**src/rtl/multicycle_control_unit_pkg.sv**
```systemverilog
// Shared types and encodings for the multicycle RISC-V controller:
// FSM states, opcodes, ALUOp/ALUControl codes and funct3 constants.
package mc_ctrl_pkg;

  typedef enum logic [3:0] {
    S_FETCH    = 4'd0,
    S_DECODE   = 4'd1,
    S_MEMADR   = 4'd2,
    S_MEMREAD  = 4'd3,
    S_MEMWB    = 4'd4,
    S_MEMWRITE = 4'd5,
    S_EXECUTER = 4'd6,
    S_EXECUTEI = 4'd7,
    S_JAL      = 4'd8,
    S_ALUWB    = 4'd9,
    S_BRANCH   = 4'd10,
    S_TRAP     = 4'd15
  } state_e;

  localparam logic [6:0] OP_LOAD   = 7'b0000011;
  localparam logic [6:0] OP_STORE  = 7'b0100011;
  localparam logic [6:0] OP_RTYPE  = 7'b0110011;
  localparam logic [6:0] OP_ITYPE  = 7'b0010011;
  localparam logic [6:0] OP_JAL    = 7'b1101111;
  localparam logic [6:0] OP_BRANCH = 7'b1100011;

  typedef enum logic [1:0] {
    ALUOP_ADD   = 2'b00,
    ALUOP_SUB   = 2'b01,
    ALUOP_FUNCT = 2'b10
  } aluop_e;

  localparam logic [3:0] ALUC_ADD  = 4'b0000;
  localparam logic [3:0] ALUC_SUB  = 4'b0001;
  localparam logic [3:0] ALUC_AND  = 4'b0010;
  localparam logic [3:0] ALUC_OR   = 4'b0011;
  localparam logic [3:0] ALUC_XOR  = 4'b0100;
  localparam logic [3:0] ALUC_SLT  = 4'b0101;
  localparam logic [3:0] ALUC_SLL  = 4'b0110;
  localparam logic [3:0] ALUC_SRL  = 4'b0111;
  localparam logic [3:0] ALUC_SRA  = 4'b1000;
  localparam logic [3:0] ALUC_SLTU = 4'b1001;

  localparam logic [2:0] F3_ADDSUB = 3'b000;
  localparam logic [2:0] F3_SLL    = 3'b001;
  localparam logic [2:0] F3_SLT    = 3'b010;
  localparam logic [2:0] F3_SLTU   = 3'b011;
  localparam logic [2:0] F3_XOR    = 3'b100;
  localparam logic [2:0] F3_SR     = 3'b101;
  localparam logic [2:0] F3_OR     = 3'b110;
  localparam logic [2:0] F3_AND    = 3'b111;

  localparam logic [2:0] F3_BEQ  = 3'b000;
  localparam logic [2:0] F3_BNE  = 3'b001;
  localparam logic [2:0] F3_BLT  = 3'b100;
  localparam logic [2:0] F3_BGE  = 3'b101;
  localparam logic [2:0] F3_BLTU = 3'b110;
  localparam logic [2:0] F3_BGEU = 3'b111;

endpackage

```
**src/rtl/multicycle_control_unit_alu_decoder_ext.sv**
```systemverilog
// ALU control decoder; ALUCTRL_W = 3 gives the base op set, 4 adds
// xor/sll/srl/sra/sltu (unsupported funct3 falls back to add).
module alu_decoder_ext
  import mc_ctrl_pkg::*;
#(
  parameter int unsigned ALUCTRL_W = 3
) (
  input  aluop_e               alu_op_i,
  input  logic                 op5_i,
  input  logic [2:0]           funct3_i,
  input  logic                 funct7b5_i,
  output logic [ALUCTRL_W-1:0] alu_control_o
);

  localparam bit EXT = (ALUCTRL_W >= 4);

  always_comb begin
    alu_control_o = ALUCTRL_W'(ALUC_ADD);
    case (alu_op_i)
      ALUOP_SUB: alu_control_o = ALUCTRL_W'(ALUC_SUB);
      ALUOP_FUNCT: begin
        case (funct3_i)
          // Only R-type may subtract; funct7b5 in I-type is immediate data.
          F3_ADDSUB: alu_control_o = (op5_i & funct7b5_i) ? ALUCTRL_W'(ALUC_SUB)
                                                           : ALUCTRL_W'(ALUC_ADD);
          F3_SLT:    alu_control_o = ALUCTRL_W'(ALUC_SLT);
          F3_OR:     alu_control_o = ALUCTRL_W'(ALUC_OR);
          F3_AND:    alu_control_o = ALUCTRL_W'(ALUC_AND);
          F3_XOR:    if (EXT) alu_control_o = ALUCTRL_W'(ALUC_XOR);
          F3_SLL:    if (EXT) alu_control_o = ALUCTRL_W'(ALUC_SLL);
          F3_SR:     if (EXT) alu_control_o = funct7b5_i ? ALUCTRL_W'(ALUC_SRA)
                                                         : ALUCTRL_W'(ALUC_SRL);
          F3_SLTU:   if (EXT) alu_control_o = ALUCTRL_W'(ALUC_SLTU);
          default:   alu_control_o = ALUCTRL_W'(ALUC_ADD);
        endcase
      end
      default: alu_control_o = ALUCTRL_W'(ALUC_ADD);
    endcase
  end

endmodule

```
**src/rtl/multicycle_control_unit.sv**
```systemverilog
// Moore control FSM for the multicycle RISC-V datapath with memory-ready waits.
// Optional ILLEGAL_TRAP_EN: unrecognised opcodes park in TRAP and raise Illegal until reset.
module multicycle_control_unit
  import mc_ctrl_pkg::*;
#(
  parameter int unsigned ALUCTRL_W   = 3,
  parameter bit          FULL_BRANCH = 1'b1
) (
  input  logic                 clk,
  input  logic                 reset,
  input  logic [6:0]           op,
  input  logic [2:0]           funct3,
  input  logic                 funct7b5,
  input  logic                 Zero,
  input  logic                 Neg,
  input  logic                 Carry,
  input  logic                 Ovf,
  input  logic                 MemReady,
  output logic                 PCWrite,
  output logic                 AdrSrc,
  output logic                 MemWrite,
  output logic                 IRWrite,
  output logic                 RegWrite,
  output logic [1:0]           ResultSrc,
  output logic [1:0]           ALUSrcA,
  output logic [1:0]           ALUSrcB,
  output logic [1:0]           ImmSrc,
  output logic [ALUCTRL_W-1:0] ALUControl,
  output logic [3:0]           State
`ifdef ILLEGAL_TRAP_EN
  ,
  output logic                 Illegal
`endif
);

`ifdef ILLEGAL_TRAP_EN
  localparam state_e BAD_OP_NEXT = S_TRAP;
`else
  localparam state_e BAD_OP_NEXT = S_FETCH;
`endif

  state_e state_q, state_d;
  aluop_e alu_op;
  logic   pc_update;
  logic   branch;
  logic   taken;

  always_ff @(posedge clk) begin
    if (reset) state_q <= S_FETCH;
    else       state_q <= state_d;
  end

  always_comb begin
    state_d = state_q;
    case (state_q)
      S_FETCH:    if (MemReady) state_d = S_DECODE;
      S_DECODE: begin
        case (op)
          OP_LOAD, OP_STORE: state_d = S_MEMADR;
          OP_RTYPE:          state_d = S_EXECUTER;
          OP_ITYPE:          state_d = S_EXECUTEI;
          OP_JAL:            state_d = S_JAL;
          OP_BRANCH:         state_d = S_BRANCH;
          default:           state_d = BAD_OP_NEXT;
        endcase
      end
      S_MEMADR:   state_d = op[5] ? S_MEMWRITE : S_MEMREAD;
      S_MEMREAD:  if (MemReady) state_d = S_MEMWB;
      S_MEMWRITE: if (MemReady) state_d = S_FETCH;
      S_EXECUTER, S_EXECUTEI, S_JAL: state_d = S_ALUWB;
      S_ALUWB, S_MEMWB, S_BRANCH:    state_d = S_FETCH;
      // TRAP holds when enabled; otherwise unreachable and recovers to FETCH.
      S_TRAP:     state_d = BAD_OP_NEXT;
      default:    state_d = S_FETCH;
    endcase
  end

  always_comb begin
    pc_update = 1'b0;
    branch    = 1'b0;
    AdrSrc    = 1'b0;
    MemWrite  = 1'b0;
    IRWrite   = 1'b0;
    RegWrite  = 1'b0;
    ResultSrc = '0;
    ALUSrcA   = '0;
    ALUSrcB   = '0;
    alu_op    = ALUOP_ADD;
    case (state_q)
      S_FETCH: begin
        ALUSrcB   = 2'b10;
        ResultSrc = 2'b10;
        IRWrite   = MemReady;
        pc_update = MemReady;
      end
      S_DECODE: begin
        ALUSrcA = 2'b01;
        ALUSrcB = 2'b01;
      end
      S_MEMADR: begin
        ALUSrcA = 2'b10;
        ALUSrcB = 2'b01;
      end
      S_MEMREAD: AdrSrc = 1'b1;
      S_MEMWB: begin
        ResultSrc = 2'b01;
        RegWrite  = 1'b1;
      end
      S_MEMWRITE: begin
        AdrSrc   = 1'b1;
        MemWrite = 1'b1;
      end
      S_EXECUTER: begin
        ALUSrcA = 2'b10;
        alu_op  = ALUOP_FUNCT;
      end
      S_EXECUTEI: begin
        ALUSrcA = 2'b10;
        ALUSrcB = 2'b01;
        alu_op  = ALUOP_FUNCT;
      end
      S_JAL: begin
        ALUSrcA   = 2'b01;
        ALUSrcB   = 2'b10;
        pc_update = 1'b1;
      end
      S_ALUWB: RegWrite = 1'b1;
      S_BRANCH: begin
        ALUSrcA = 2'b10;
        alu_op  = ALUOP_SUB;
        branch  = 1'b1;
      end
      default: ;
    endcase
  end

  // Carry is the no-borrow flag of the subtract, so unsigned less-than is !Carry.
  always_comb begin
    taken = 1'b0;
    if (FULL_BRANCH) begin
      case (funct3)
        F3_BEQ:  taken = Zero;
        F3_BNE:  taken = ~Zero;
        F3_BLT:  taken = Neg ^ Ovf;
        F3_BGE:  taken = ~(Neg ^ Ovf);
        F3_BLTU: taken = ~Carry;
        F3_BGEU: taken = Carry;
        default: taken = 1'b0;
      endcase
    end else begin
      taken = (funct3 == F3_BEQ) & Zero;
    end
  end

  assign PCWrite = pc_update | (branch & taken);

  always_comb begin
    case (op)
      OP_ITYPE, OP_LOAD: ImmSrc = 2'b00;
      OP_STORE:          ImmSrc = 2'b01;
      OP_BRANCH:         ImmSrc = 2'b10;
      OP_JAL:            ImmSrc = 2'b11;
      default:           ImmSrc = 2'b00;
    endcase
  end

  alu_decoder_ext #(
    .ALUCTRL_W(ALUCTRL_W)
  ) u_alu_dec (
    .alu_op_i     (alu_op),
    .op5_i        (op[5]),
    .funct3_i     (funct3),
    .funct7b5_i   (funct7b5),
    .alu_control_o(ALUControl)
  );

  assign State = state_q;

`ifdef ILLEGAL_TRAP_EN
  assign Illegal = (state_q == S_TRAP);
`endif

endmodule
```
**config.mk**
```make
export PLATFORM = sky130hd
export DESIGN_NAME = multicycle_control_unit
export DESIGN_NICKNAME = d
export VERILOG_FILES = /design/src/rtl/multicycle_control_unit_pkg.sv /design/src/rtl/multicycle_control_unit_alu_decoder_ext.sv /design/src/rtl/multicycle_control_unit.sv
export SDC_FILE = /design/constraint.sdc
export NUM_CORES = 1
export LEC_CHECK = 0
export CAP_MARGIN = 10
export CELL_PAD_IN_SITES_DETAIL_PLACEMENT = 1
export CELL_PAD_IN_SITES_GLOBAL_PLACEMENT = 1
export CORE_AREA = 5 5 48 50
export DETAILED_ROUTE_END_ITERATION = 16
export DIE_AREA = 0 0 53 55
export DONT_BUFFER_PORTS = 1
export HOLD_SLACK_MARGIN = 0.02
export PLACE_DENSITY = 0.74
export SYNTH_ARGS = -nofsm -noshare
export SYNTH_HDL_FRONTEND = slang
export SYNTH_SLANG_ARGS = --single-unit
```
**constraint.sdc**
```tcl
create_clock -name clk -period 2.2 [get_ports clk]
set_clock_uncertainty 0.05 [all_clocks]
set_input_delay 0.44 -clock clk [delete_from_list [all_inputs] [get_ports clk]]
set_output_delay 0.44 -clock clk [all_outputs]
set_load 0.05 [all_outputs]
```
==> run summary, run 1 <==
OUTCOME
---------------------------------------------------------------------------------
Result of the run ..................................................    completed

DIE
---------------------------------------------------------------------------------
Effective utilization at floorplan .................................        36.5%
Height of the die ..................................................        55 µm
IO Count ...........................................................           38
Die Outline Area ...................................................     2920 µm²
Num rows ...........................................................           16
Placeable core area ................................................     1860 µm²
Die W ..............................................................        53 µm

CRITICAL PATH
---------------------------------------------------------------------------------
Reg2reg end ........................................................ State[0]$_SDFFE_PP0P_
Class of the most critical setup path ..............................      reg2out
Count of cells along the worst register-to-register path ...........            5
Startpoint type of the worst setup path ............................         flop
Biggest fanout along the worst timing path .........................           17
Worst setup EP type ................................................   output pin
Startpoint of the lowest-slack register-to-register path ........... State[0]$_SDFFE_PP0P_
Register-to-Register Setup Slack ...................................       600 ps
Critical path arrival ..............................................      1640 ps
Data required time at the worst endpoint ...........................      1710 ps

PLACEMENT
---------------------------------------------------------------------------------
# port buffers .....................................................            0
Worst setup slack after placement ..................................       215 ps
Placed wire-length estimate after detailed placement ...............      1.87 mm
Routability cong. ..................................................        0.810
Post-Place Cell Area ...............................................      983 µm²

LOGIC SYNTHESIS
---------------------------------------------------------------------------------
Synth top area share ...............................................        11.8%
Post-synthesis instance total ......................................          102
Average instance area after synthesis ..............................     6.66 µm²
Post-synth EDFFs ...................................................            0
Number of flip-flops and latches in the synthesized netlist ........            4
Number of warnings reported in the yosys synthesis log .............            0
Part of the Yosys area used for sequential elements ................        11.8%
Cell type with the highest aggregate area in the netlist ........... sky130_fd_sc_hd__dfxtp_1
Fraction of synthesis flops using an asynchronous set or reset pin .           0%
Syn_nets ...........................................................          122
Distinct cells, synth ..............................................           39
Area of the mapped netlist .........................................      679 µm²
Cell types occupying the most area after synthesis ................. sky130_fd_sc_hd__dfxtp_1 (12%), sky130_fd_sc_hd__nor2_1 (7.7%), sky130_fd_sc_hd__nand2b_1 (5.5%)
Most used flip-flop cell after synthesis ........................... sky130_fd_sc_hd__dfxtp_1

TIMING
---------------------------------------------------------------------------------
Worst slew margin ..................................................        64.6%
Fmax achieved ......................................................      470 MHz
Max Slew Vio Count .................................................            0
Hold Fails Final Rpt ...............................................            0
Fin crit period ....................................................      2130 ps
Worst-margin pin slew ..............................................       531 ps
Setup slack of the critical path after layout ......................      70.9 ps
Share of the clock period used by the worst path after layout ......        96.8%
Finish-stage setup viols ...........................................            0

LAYOUT
---------------------------------------------------------------------------------
Post-route cell area ...............................................     1050 µm²
Antenna Diode Count ................................................            0
Area delta synth->final ............................................        54.3%
Leading cell type in the layout, fill and taps excluded ............ sky130_fd_sc_hd__buf_4
Commonest cells after routing, fill and taps aside ................. sky130_fd_sc_hd__buf_4 (17), sky130_fd_sc_hd__nor2_1 (12), sky130_fd_sc_hd__nand2_1 (7)
Share of post-route cells with drive strength above 1 ..............        40.8%
Final net count ....................................................          142
Max reg flops ......................................................            4

CLOCK TREE
---------------------------------------------------------------------------------
Clock transition at the registers of the reported paths ............        50 ps
Clock tree from TritonCTS ..........................................         done
Hold buffer count at cts ...........................................            0
Insertion delay of the later-clocked pin in the worst-skew pair ....       270 ps
Clock buffer count from CTS ........................................            3
Number of clock sinks ..............................................            4
Clock tree root driver cell ........................................ sky130_fd_sc_hd__clkbuf_4
H-tree lvl count ...................................................            1
Number of buffers between clock root and the deepest sink ..........            2

GLOBAL ROUTING
---------------------------------------------------------------------------------
Number of antenna violations at the first check in global routing ..            0
Grt met3 use .......................................................        6.70%
Vias in the first global route .....................................          910
Global-route wire length before repair .............................      4.09 mm
Largest net degree at the start of global routing ..................           18
GR Layer Usage met1 ................................................        20.5%
GR Overflow Total ..................................................            0
Global-route layer with the greatest usage .........................         met2
Combined global-route utilization of all metal layers ..............        19.0%
Global routing usage on met2 .......................................        35.1%

DETAILED ROUTING
---------------------------------------------------------------------------------
Iteration count of the initial detailed-routing pass ...............            4
Drt initial violations .............................................           13
Mean routed wirelength per cell ....................................      17.6 µm
Count of nets left with antenna violations after detail routing ....            0
DR vias/cell .......................................................         5.65
Routed via count ...................................................          830
WL final ...........................................................      2.59 mm
Drc violations .....................................................            0

HOLD PATH
---------------------------------------------------------------------------------
Hold depth .........................................................            1
Hold crit path type ................................................       in2reg
Worst Hold Endpoint ................................................ State[3]$_SDFFE_PP0P_
HP Start ...........................................................        reset

JOB
---------------------------------------------------------------------------------
Max_cap viols ......................................................            0

POWER
---------------------------------------------------------------------------------
Leakage dissipation ................................................     0.387 nW
Max rail drop VDD ..................................................       185 µV
Power density relative to cell area ................................   319 nW/µm²

per-stage QoR:
step	hold WS (ps)	cells	util (%)	power (mW)	TNS (ps)
final	193	147	56.3	0.335	0
after global routing	184	147	56.3	0.350	-13.4
after CTS	197	144	54.6	0.329	0
after detailed placement	455	141	52.8	0.225	0
after global placement	454	141	52.8	0.222	0
after floorplan	450	102	-	0.186	-94.3
report_power, final:
group / leakage [nW] / internal, mW / switching, mW
combinational: 0.338 / 0.0576 / 0.0928
sequential: 0.0352 / 0.0723 / 0.00197
clock: 0.0138 / 0.0622 / 0.0478
total: 0.387 / 0.192 / 0.143
layer usage:
| layer | routed length (µm) | vias up |
|---|---|---|
| li1 | - | 401 |
| met1 | 1000 | 397 |
| met2 | 1360 | 29 |
| met3 | 202 | 3 |
| met4 | 26 | 0 |
| met5 | 0 | - |
cell type report:
class                   count  area, µm²
fillers                   233        813
multi-input cells          84        644
repair buffers             23        233
flip-flops and latches      4       92.6
well taps                  27       33.8
clock buffers               3       22.5
inverters                   6       22.5
repair_timing:
| action | CTS | global route |
|---|---|---|
| setup buffers | 0 | 3 |
| setup endpoints to repair | 1 | 3 |
| gates cloned | 0 | 0 |
| pin swaps | 1 | 1 |
| gates resized for setup | 2 | 3 |
logic make-up (layout without fill, tap and decap cells):
group	count (synthesis)	after routing	synth area share, %
AO/OA/AOI/OAI	27	27	26.0
AND/OR/NAND/NOR	51	51	43.1
buffers and inverters	14	32	10.3
flip-flops	4	4	11.8
XOR/XNOR	4	4	5.16
adder cells (fa/ha/maj)	2	2	3.68
critical path, cell delays in order, from the launching register on:
cell and delay [ps]:
sky130_fd_sc_hd__dfxtp_4 350, sky130_fd_sc_hd__buf_4 340, sky130_fd_sc_hd__xor2_1 180, sky130_fd_sc_hd__nor2_1 60
sky130_fd_sc_hd__a211oi_2 200, sky130_fd_sc_hd__buf_4 220
worst max path at each step:
stage          slack (ps)       endpoint                   from  cells past startpoint
3_3_place_gp          280  ALUControl[1]  State[3]$_SDFFE_PP0P_                      6
2_1_floorplan         -90        IRWrite  State[2]$_SDFFE_PP0P_                      3
5_1_grt               -10  ALUControl[2]  State[3]$_SDFFE_PP0P_                      6
4_1_cts                20  ALUControl[1]  State[0]$_SDFFE_PP0P_                      6
3_5_place_dp          210  ALUControl[1]  State[3]$_SDFFE_PP0P_                      6
6_report               70     ALUSrcB[0]  State[0]$_SDFFE_PP0P_                      5
Yosys cell counts, types with 2 or more instances:
master,instances
sky130_fd_sc_hd__nand3b_1,3
sky130_fd_sc_hd__a31oi_1,3
sky130_fd_sc_hd__inv_1,6
sky130_fd_sc_hd__a21boi_0,2
sky130_fd_sc_hd__ha_1,2
sky130_fd_sc_hd__buf_2,5
sky130_fd_sc_hd__dfxtp_1,4
sky130_fd_sc_hd__nor3_1,7
sky130_fd_sc_hd__o21ai_1,2
sky130_fd_sc_hd__nor2_1,14
sky130_fd_sc_hd__nand2_1,7
sky130_fd_sc_hd__nor4_1,3
sky130_fd_sc_hd__xnor2_1,3
sky130_fd_sc_hd__a211oi_1,2
sky130_fd_sc_hd__nand2b_1,6
sky130_fd_sc_hd__o21ai_0,5
sky130_fd_sc_hd__a21oi_1,6
(Power assumes the default switching activity.)
==> inputs of run 2 (changes only) <==
--- a/config.mk
+++ b/config.mk
@@ -9,10 +9,13 @@
 export CELL_PAD_IN_SITES_DETAIL_PLACEMENT = 1
 export CELL_PAD_IN_SITES_GLOBAL_PLACEMENT = 1
 export CORE_AREA = 5 5 48 50
+export CTS_CLUSTER_DIAMETER = 60
 export DETAILED_ROUTE_END_ITERATION = 16
 export DIE_AREA = 0 0 53 55
 export DONT_BUFFER_PORTS = 1
+export GPL_ROUTABILITY_DRIVEN = 0
 export HOLD_SLACK_MARGIN = 0.02
+export MAX_ROUTING_LAYER = met4
 export PLACE_DENSITY = 0.74
 export SYNTH_ARGS = -nofsm -noshare
 export SYNTH_HDL_FRONTEND = slang
==> run 2 against run 1 <==
Against the previous run: clock power about the same; flip-flop and latch count stayed put; worst setup slack got worse by 1.2 ps; first-iteration DRC count grew 23%; non-clock buffer count unchanged; via count is 0.72% higher; sequential share of layout area unchanged; sequential power is essentially flat; critical path type unchanged; largest cell class unchanged.
==> run summary, run 2 (synthesized netlist as in run 1, its figures left out) <==
TIMING
-----------------------------------------------------------------------------------
Finish-stage setup viols .............................................            0   unchanged
Worst slew margin ....................................................        64.6%   about the same
Max Slew Vio Count ...................................................            0   unchanged
Fmax achieved ........................................................      469 MHz   about the same
Share of the clock period used by the worst path after layout ........        96.8%   about the same
Worst-margin pin slew ................................................       531 ps   +0.229 ps
Fin crit period ......................................................      2130 ps   +1.25 ps
Hold Fails Final Rpt .................................................            0   unchanged
Setup total negative slack ...........................................         0 ps   unchanged
Final Hold Slack .....................................................       197 ps   +3.77 ps

PLACEMENT
-----------------------------------------------------------------------------------
Post-Place Cell Area .................................................      983 µm²   unchanged
Placed wire-length estimate after detailed placement .................      1.87 mm   unchanged
# port buffers .......................................................            0   unchanged
Cell total after placement ...........................................          141   unchanged

DETAILED ROUTING
-----------------------------------------------------------------------------------
Routed via count .....................................................          836   +0.72%
Count of nets left with antenna violations after detail routing ......            0   unchanged
Iteration count of the initial detailed-routing pass .................            4   unchanged
DR vias/cell .........................................................         5.69   +0.72%
Mean routed wirelength per cell ......................................      17.6 µm   -0.15%
Drt initial violations ...............................................           16   +3
WL final .............................................................      2.58 mm   -0.15%
Drc violations .......................................................            0   unchanged

JOB
-----------------------------------------------------------------------------------
Max_cap viols ........................................................            0   unchanged

GLOBAL ROUTING
-----------------------------------------------------------------------------------
Vias in the first global route .......................................          908   -0.22%
Global-route wire length before repair ...............................      4.11 mm   +0.34%
Largest net degree at the start of global routing ....................           18   unchanged
GR Overflow Total ....................................................            0   unchanged
Number of antenna violations at the first check in global routing ....            0   unchanged
Combined global-route utilization of all metal layers ................        19.6%   +0.59 points

LAYOUT
-----------------------------------------------------------------------------------
Final net count ......................................................          142   unchanged
Post-route cell area .................................................     1050 µm²   unchanged
Area of all sequential standard cells ................................     92.6 µm²   unchanged
Multi-input gate area in the final layout ............................      644 µm²   unchanged
Max reg flops ........................................................            4   unchanged
Count of placed standard cells in the final layout, fillers left out .          147   unchanged
Commonest cells after routing, fill and taps aside ................... sky130_fd_sc_hd__buf_4 (17), sky130_fd_sc_hd__nor2_1 (12), sky130_fd_sc_hd__nand2_1 (7)
Antenna Diode Count ..................................................            0   unchanged
Share of post-route cells with drive strength above 1 ................        40.8%   unchanged
Leading cell type in the layout, fill and taps excluded .............. sky130_fd_sc_hd__buf_4
Area delta synth->final ..............................................        54.3%   unchanged
Number of fill cells in the layout ...................................          233   unchanged

HOLD PATH
-----------------------------------------------------------------------------------
Hold crit path type ..................................................       in2reg

CRITICAL PATH
-----------------------------------------------------------------------------------
Startpoint type of the worst setup path ..............................         flop
Largest stage delay on the critical path .............................       350 ps   about the same
Data required time at the worst endpoint .............................      1710 ps   about the same
CP bufs+invs .........................................................            2   unchanged
Slowest library cell on the worst path ............................... sky130_fd_sc_hd__dfxtp_4
Critical path arrival ................................................      1640 ps   about the same
Ordered list of cells on the worst path .............................. buf_4, xor2_1, nor2_1, a211oi_2, buf_4
Class of the most critical setup path ................................      reg2out
Gate family responsible for the most delay along the worst path ...... buffers and inverters
Most frequent cell on the critical path .............................. sky130_fd_sc_hd__buf_4
Worst setup EP type ..................................................   output pin
Biggest fanout along the worst timing path ...........................           17   unchanged

POWER
-----------------------------------------------------------------------------------
Overall power after layout ...........................................     0.333 mW   -0.58%
Max rail drop VDD ....................................................       185 µV   -0.29%
Leakage dissipation ..................................................     0.387 nW   unchanged
Power density relative to cell area ..................................   317 nW/µm²   -0.58%

CLOCK TREE
-----------------------------------------------------------------------------------
Clock tree root driver cell .......................................... sky130_fd_sc_hd__clkbuf_4
Clock transition at the registers of the reported paths ..............        50 ps   about the same
Number of clock sinks ................................................            4   unchanged
Clock tree from TritonCTS ............................................         done
Insertion delay of the later-clocked pin in the worst-skew pair ......       270 ps   about the same
Clock buffer count from CTS ..........................................            3   unchanged
Number of buffers between clock root and the deepest sink ............            2   unchanged
H-tree lvl count .....................................................            1   unchanged

DIE
-----------------------------------------------------------------------------------
Height of the die ....................................................        55 µm   unchanged
Num rows .............................................................           16   unchanged
IO Count .............................................................           38   unchanged
Die Outline Area .....................................................     2920 µm²   unchanged
Placeable core area ..................................................     1860 µm²   unchanged
Die W ................................................................        53 µm   unchanged
Effective utilization at floorplan ...................................        36.5%   unchanged

OUTCOME
-----------------------------------------------------------------------------------
Result of the run ....................................................    completed

run 2: layer usage:
| layer | track usage (%) | up-vias | part of all wire, % |
|---|---|---|---|
| met1 | 21.0 | 403 | 38 |
| met3 | 6.17 | 3 | 7.7 |
| li1 | - | 401 | - |
| met5 | - | - | 0 |
| met4 | 5.11 | 0 | 1.0 |
| met2 | 35.1 | 29 | 53 |
run 2: layout make-up:
type / count / share of cell area, %
Multi-Input combinational cell: 84 / 61.5
Timing Repair Buffer: 23 / 22.2
Sequential cell: 4 / 8.83
Tap cell: 27 / 3.22
Clock buffer: 3 / 2.15
Inverter: 6 / 2.15
run 2: timing repair:
| item | in CTS | in global routing |
|---|---|---|
| gates resized for setup | 2 | 3 |
| buffers inserted | 0 | 3 |
| pin swaps | 1 | 1 |
| setup endpoints to repair | 1 | 3 |
| hold buffers | 0 | 0 |
run 2: through the flow:
step	setup slack [ps]	utilization (%)
2_1_floorplan	-92.8	-
3_3_place_gp	277	52.8
3_5_place_dp	215	52.8
4_1_cts	22.0	54.6
5_1_grt	-13.3	56.3
6_report	69.6	56.3
run 2: path summary, 6_finish.rpt:
check	from	endpoint	slack, ps	cells after the start
worst max-delay path	State[0]$_SDFFE_PP0P_	ALUSrcB[0]	70	5
worst min-delay path	reset	State[3]$_SDFFE_PP0P_	200	1
worst max register to register	State[0]$_SDFFE_PP0P_	State[0]$_SDFFE_PP0P_	590	5
worst min register to register	State[3]$_SDFFE_PP0P_	State[3]$_SDFFE_PP0P_	530	2
run 2: power by group:
| part | internal, mW | switching, mW |
|---|---|---|
| sequential | 0.0723 | 0.00191 |
| clock | 0.0621 | 0.0459 |
| combinational | 0.0576 | 0.0929 |
==> inputs of run 3 (changes only) <==
--- a/config.mk
+++ b/config.mk
@@ -17,6 +17,7 @@
 export HOLD_SLACK_MARGIN = 0.02
 export MAX_ROUTING_LAYER = met4
 export PLACE_DENSITY = 0.74
+export RECOVER_POWER = 50
 export SYNTH_ARGS = -nofsm -noshare
 export SYNTH_HDL_FRONTEND = slang
 export SYNTH_SLANG_ARGS = --single-unit
==> run 3 against run 2 <==
Against the previous run: global-route usage unchanged; die area is the same; critical path depth did not move; highest routed layer unchanged; critical path type unchanged.
==> run summary, run 3 (synthesized netlist as in run 1, its figures left out) <==
OUTCOME
-----------------------------------------------------------------------------------
Result of the run ....................................................    completed

DIE
-----------------------------------------------------------------------------------
Height of the die ....................................................        55 µm   unchanged
IO Count .............................................................           38   unchanged
Effective utilization at floorplan ...................................        36.5%   unchanged
Placeable core area ..................................................     1860 µm²   unchanged
Num rows .............................................................           16   unchanged
Die W ................................................................        53 µm   unchanged
Die Outline Area .....................................................     2920 µm²   unchanged

CRITICAL PATH
-----------------------------------------------------------------------------------
Gate family responsible for the most delay along the worst path ...... buffers and inverters
Capture point of the worst path ......................................   ALUSrcB[0]
Critical Path Start .................................................. State[0]$_SDFFE_PP0P_
Most frequent cell on the critical path .............................. sky130_fd_sc_hd__buf_4
Critical path arrival ................................................      1640 ps   about the same
Worst setup EP type ..................................................   output pin
Ordered list of cells on the worst path .............................. buf_4, xor2_1, nor2_1, a211oi_2, buf_4
CP bufs+invs .........................................................            2   unchanged
Startpoint of the lowest-slack register-to-register path ............. State[0]$_SDFFE_PP0P_
Register-to-Register Setup Slack .....................................       400 ps   -190 ps
Biggest fanout along the worst timing path ...........................           17   unchanged
Startpoint type of the worst setup path ..............................         flop
Largest stage delay on the critical path .............................       350 ps   about the same
Count of cells along the worst register-to-register path .............            5   unchanged
Data required time at the worst endpoint .............................      1710 ps   about the same
Reg2reg end .......................................................... State[0]$_SDFFE_PP0P_
Slowest library cell on the worst path ............................... sky130_fd_sc_hd__dfxtp_4
Crit path depth ......................................................            5   unchanged
Class of the most critical setup path ................................      reg2out

DETAILED ROUTING
-----------------------------------------------------------------------------------
Count of nets left with antenna violations after detail routing ......            0   unchanged
Mean routed wirelength per cell ......................................      17.6 µm   +0.31%
DR vias/cell .........................................................         5.67   -0.24%
Drc violations .......................................................            0   unchanged
Iteration count of the initial detailed-routing pass .................            4   unchanged
Drt initial violations ...............................................           11   -5
Routed via count .....................................................          834   -0.24%
WL final .............................................................      2.59 mm   +0.31%

TIMING
-----------------------------------------------------------------------------------
Fin crit period ......................................................      2130 ps   -1.98 ps
Setup slack of the critical path after layout ........................      71.6 ps   +1.98 ps
Worst-margin pin slew ................................................       599 ps   +68.0 ps
Share of the clock period used by the worst path after layout ........        96.7%   about the same
Max Slew Vio Count ...................................................            0   unchanged
Fmax achieved ........................................................      470 MHz   about the same
Worst slew margin ....................................................        60.2%   -4.4 points
Unrepaired setup endpoints after global routing ......................        false
Finish-stage setup viols .............................................            0   unchanged
Hold Fails Final Rpt .................................................            0   unchanged

CLOCK TREE
-----------------------------------------------------------------------------------
H-tree lvl count .....................................................            1   unchanged
Clock buffer count from CTS ..........................................            3   unchanged
Clock tree from TritonCTS ............................................         done
Insertion delay of the later-clocked pin in the worst-skew pair ......       270 ps   about the same
Number of buffers between clock root and the deepest sink ............            2   unchanged
Clock transition at the registers of the reported paths ..............        50 ps   about the same
Clock tree root driver cell .......................................... sky130_fd_sc_hd__clkbuf_4
Number of clock sinks ................................................            4   unchanged

GLOBAL ROUTING
-----------------------------------------------------------------------------------
Combined global-route utilization of all metal layers ................        19.6%   unchanged
Number of antenna violations at the first check in global routing ....            0   unchanged
Global-route wire length before repair ...............................      4.11 mm   unchanged
Vias in the first global route .......................................          908   unchanged
Largest net degree at the start of global routing ....................           18   unchanged
GR Overflow Total ....................................................            0   unchanged

LAYOUT
-----------------------------------------------------------------------------------
Leading cell type in the layout, fill and taps excluded .............. sky130_fd_sc_hd__buf_4
Max reg flops ........................................................            4   unchanged
Area of all sequential standard cells ................................     92.6 µm²   unchanged
Commonest cells after routing, fill and taps aside ................... sky130_fd_sc_hd__buf_4 (15), sky130_fd_sc_hd__nor2_1 (12), sky130_fd_sc_hd__nand2_1 (7)
Share of post-route cells with drive strength above 1 ................        38.3%   -2.5 points
Number of fill cells in the layout ...................................          238   +2.1%
Count of placed standard cells in the final layout, fillers left out .          147   unchanged
Final net count ......................................................          142   unchanged
Area delta synth->final ..............................................        50.3%
Multi-input gate area in the final layout ............................      623 µm²   -3.3%
Antenna Diode Count ..................................................            0   unchanged

POWER
-----------------------------------------------------------------------------------
Power density relative to cell area ..................................   322 nW/µm²   +1.5%
Leakage dissipation ..................................................     0.380 nW   -1.8%
Overall power after layout ...........................................     0.329 mW   -1.1%
Max rail drop VDD ....................................................       183 µV   -0.84%

PLACEMENT
-----------------------------------------------------------------------------------
Cell total after placement ...........................................          141   unchanged
Worst setup slack after placement ....................................       215 ps   unchanged
# port buffers .......................................................            0   unchanged
Placed wire-length estimate after detailed placement .................      1.87 mm   unchanged

JOB
-----------------------------------------------------------------------------------
Max_cap viols ........................................................            0   unchanged

HOLD PATH
-----------------------------------------------------------------------------------
Hold crit path type ..................................................       in2reg

run 3: worst min-delay path by stage:
stage                     cells after the start                     to  slack (ps)  start
after floorplan                               1  State[3]$_SDFFE_PP0P_         450  reset
after global placement                        1  State[3]$_SDFFE_PP0P_         450  reset
after detailed placement                      1  State[3]$_SDFFE_PP0P_         460  reset
after CTS                                     1  State[3]$_SDFFE_PP0P_         200  reset
after global routing                          1  State[1]$_SDFFE_PP0P_         190  reset
final                                         1  State[1]$_SDFFE_PP0P_         200  reset
run 3: routing by layer:
metal / GRT usage [%] / vias to the layer above / part of all wire, %
li1: - / 401 / -
met1: 21.0 / 401 / 39
met2: 35.1 / 29 / 52
met3: 6.17 / 3 / 7.5
met4: 5.11 / 0 / 1.0
met5: - / - / 0
run 3: report_power, final:
group / total (mW) / internal (mW) / switching (mW)
logic: 0.147 / 0.0559 / 0.0914
clock network: 0.107 / 0.0620 / 0.0452
registers: 0.0743 / 0.0723 / 0.00196
total: 0.329 / 0.190 / 0.139
run 3: repair_timing:
item / in CTS / in global routing
setup endpoints to repair: 1 / 3
cloned: 0 / 0
endpoints found under the hold margin: 0 / 0
setup buffers: 0 / 3
hold buffers: 0 / 0
pin swaps: 1 / 1
gates resized for setup: 2 / 3
run 3: layout make-up:
| class | instances | share of cell area [%] |
|---|---|---|
| clock buffer | 3 | 2.21 |
| timing repair buffer | 23 | 22.2 |
| tap | 27 | 3.31 |
| multi-input combinational | 84 | 61.0 |
| inverter | 6 | 2.21 |
| sequential | 4 | 9.07 |
run 3: worst reg2reg max path, cell delays in order (launching register included):
cell,delay [ps]
sky130_fd_sc_hd__dfxtp_4,350
sky130_fd_sc_hd__buf_4,340
sky130_fd_sc_hd__nand2b_4,130
sky130_fd_sc_hd__nor4_1,430
sky130_fd_sc_hd__nand4b_1,160
sky130_fd_sc_hd__a31oi_1,250
run 3: per-stage QoR:
stage | util (%) | TNS [ps] | instance area [µm²] | hold slack [ps]
finish | 54.8 | 0 | 1020 | 201
global route | 54.8 | 0 | 1020 | 187
CTS | 54.6 | 0 | 1020 | 197
detailed placement | 52.8 | 0 | 983 | 455
global placement | 52.8 | 0 | 983 | 454
floorplan | - | -94.3 | 792 | 450
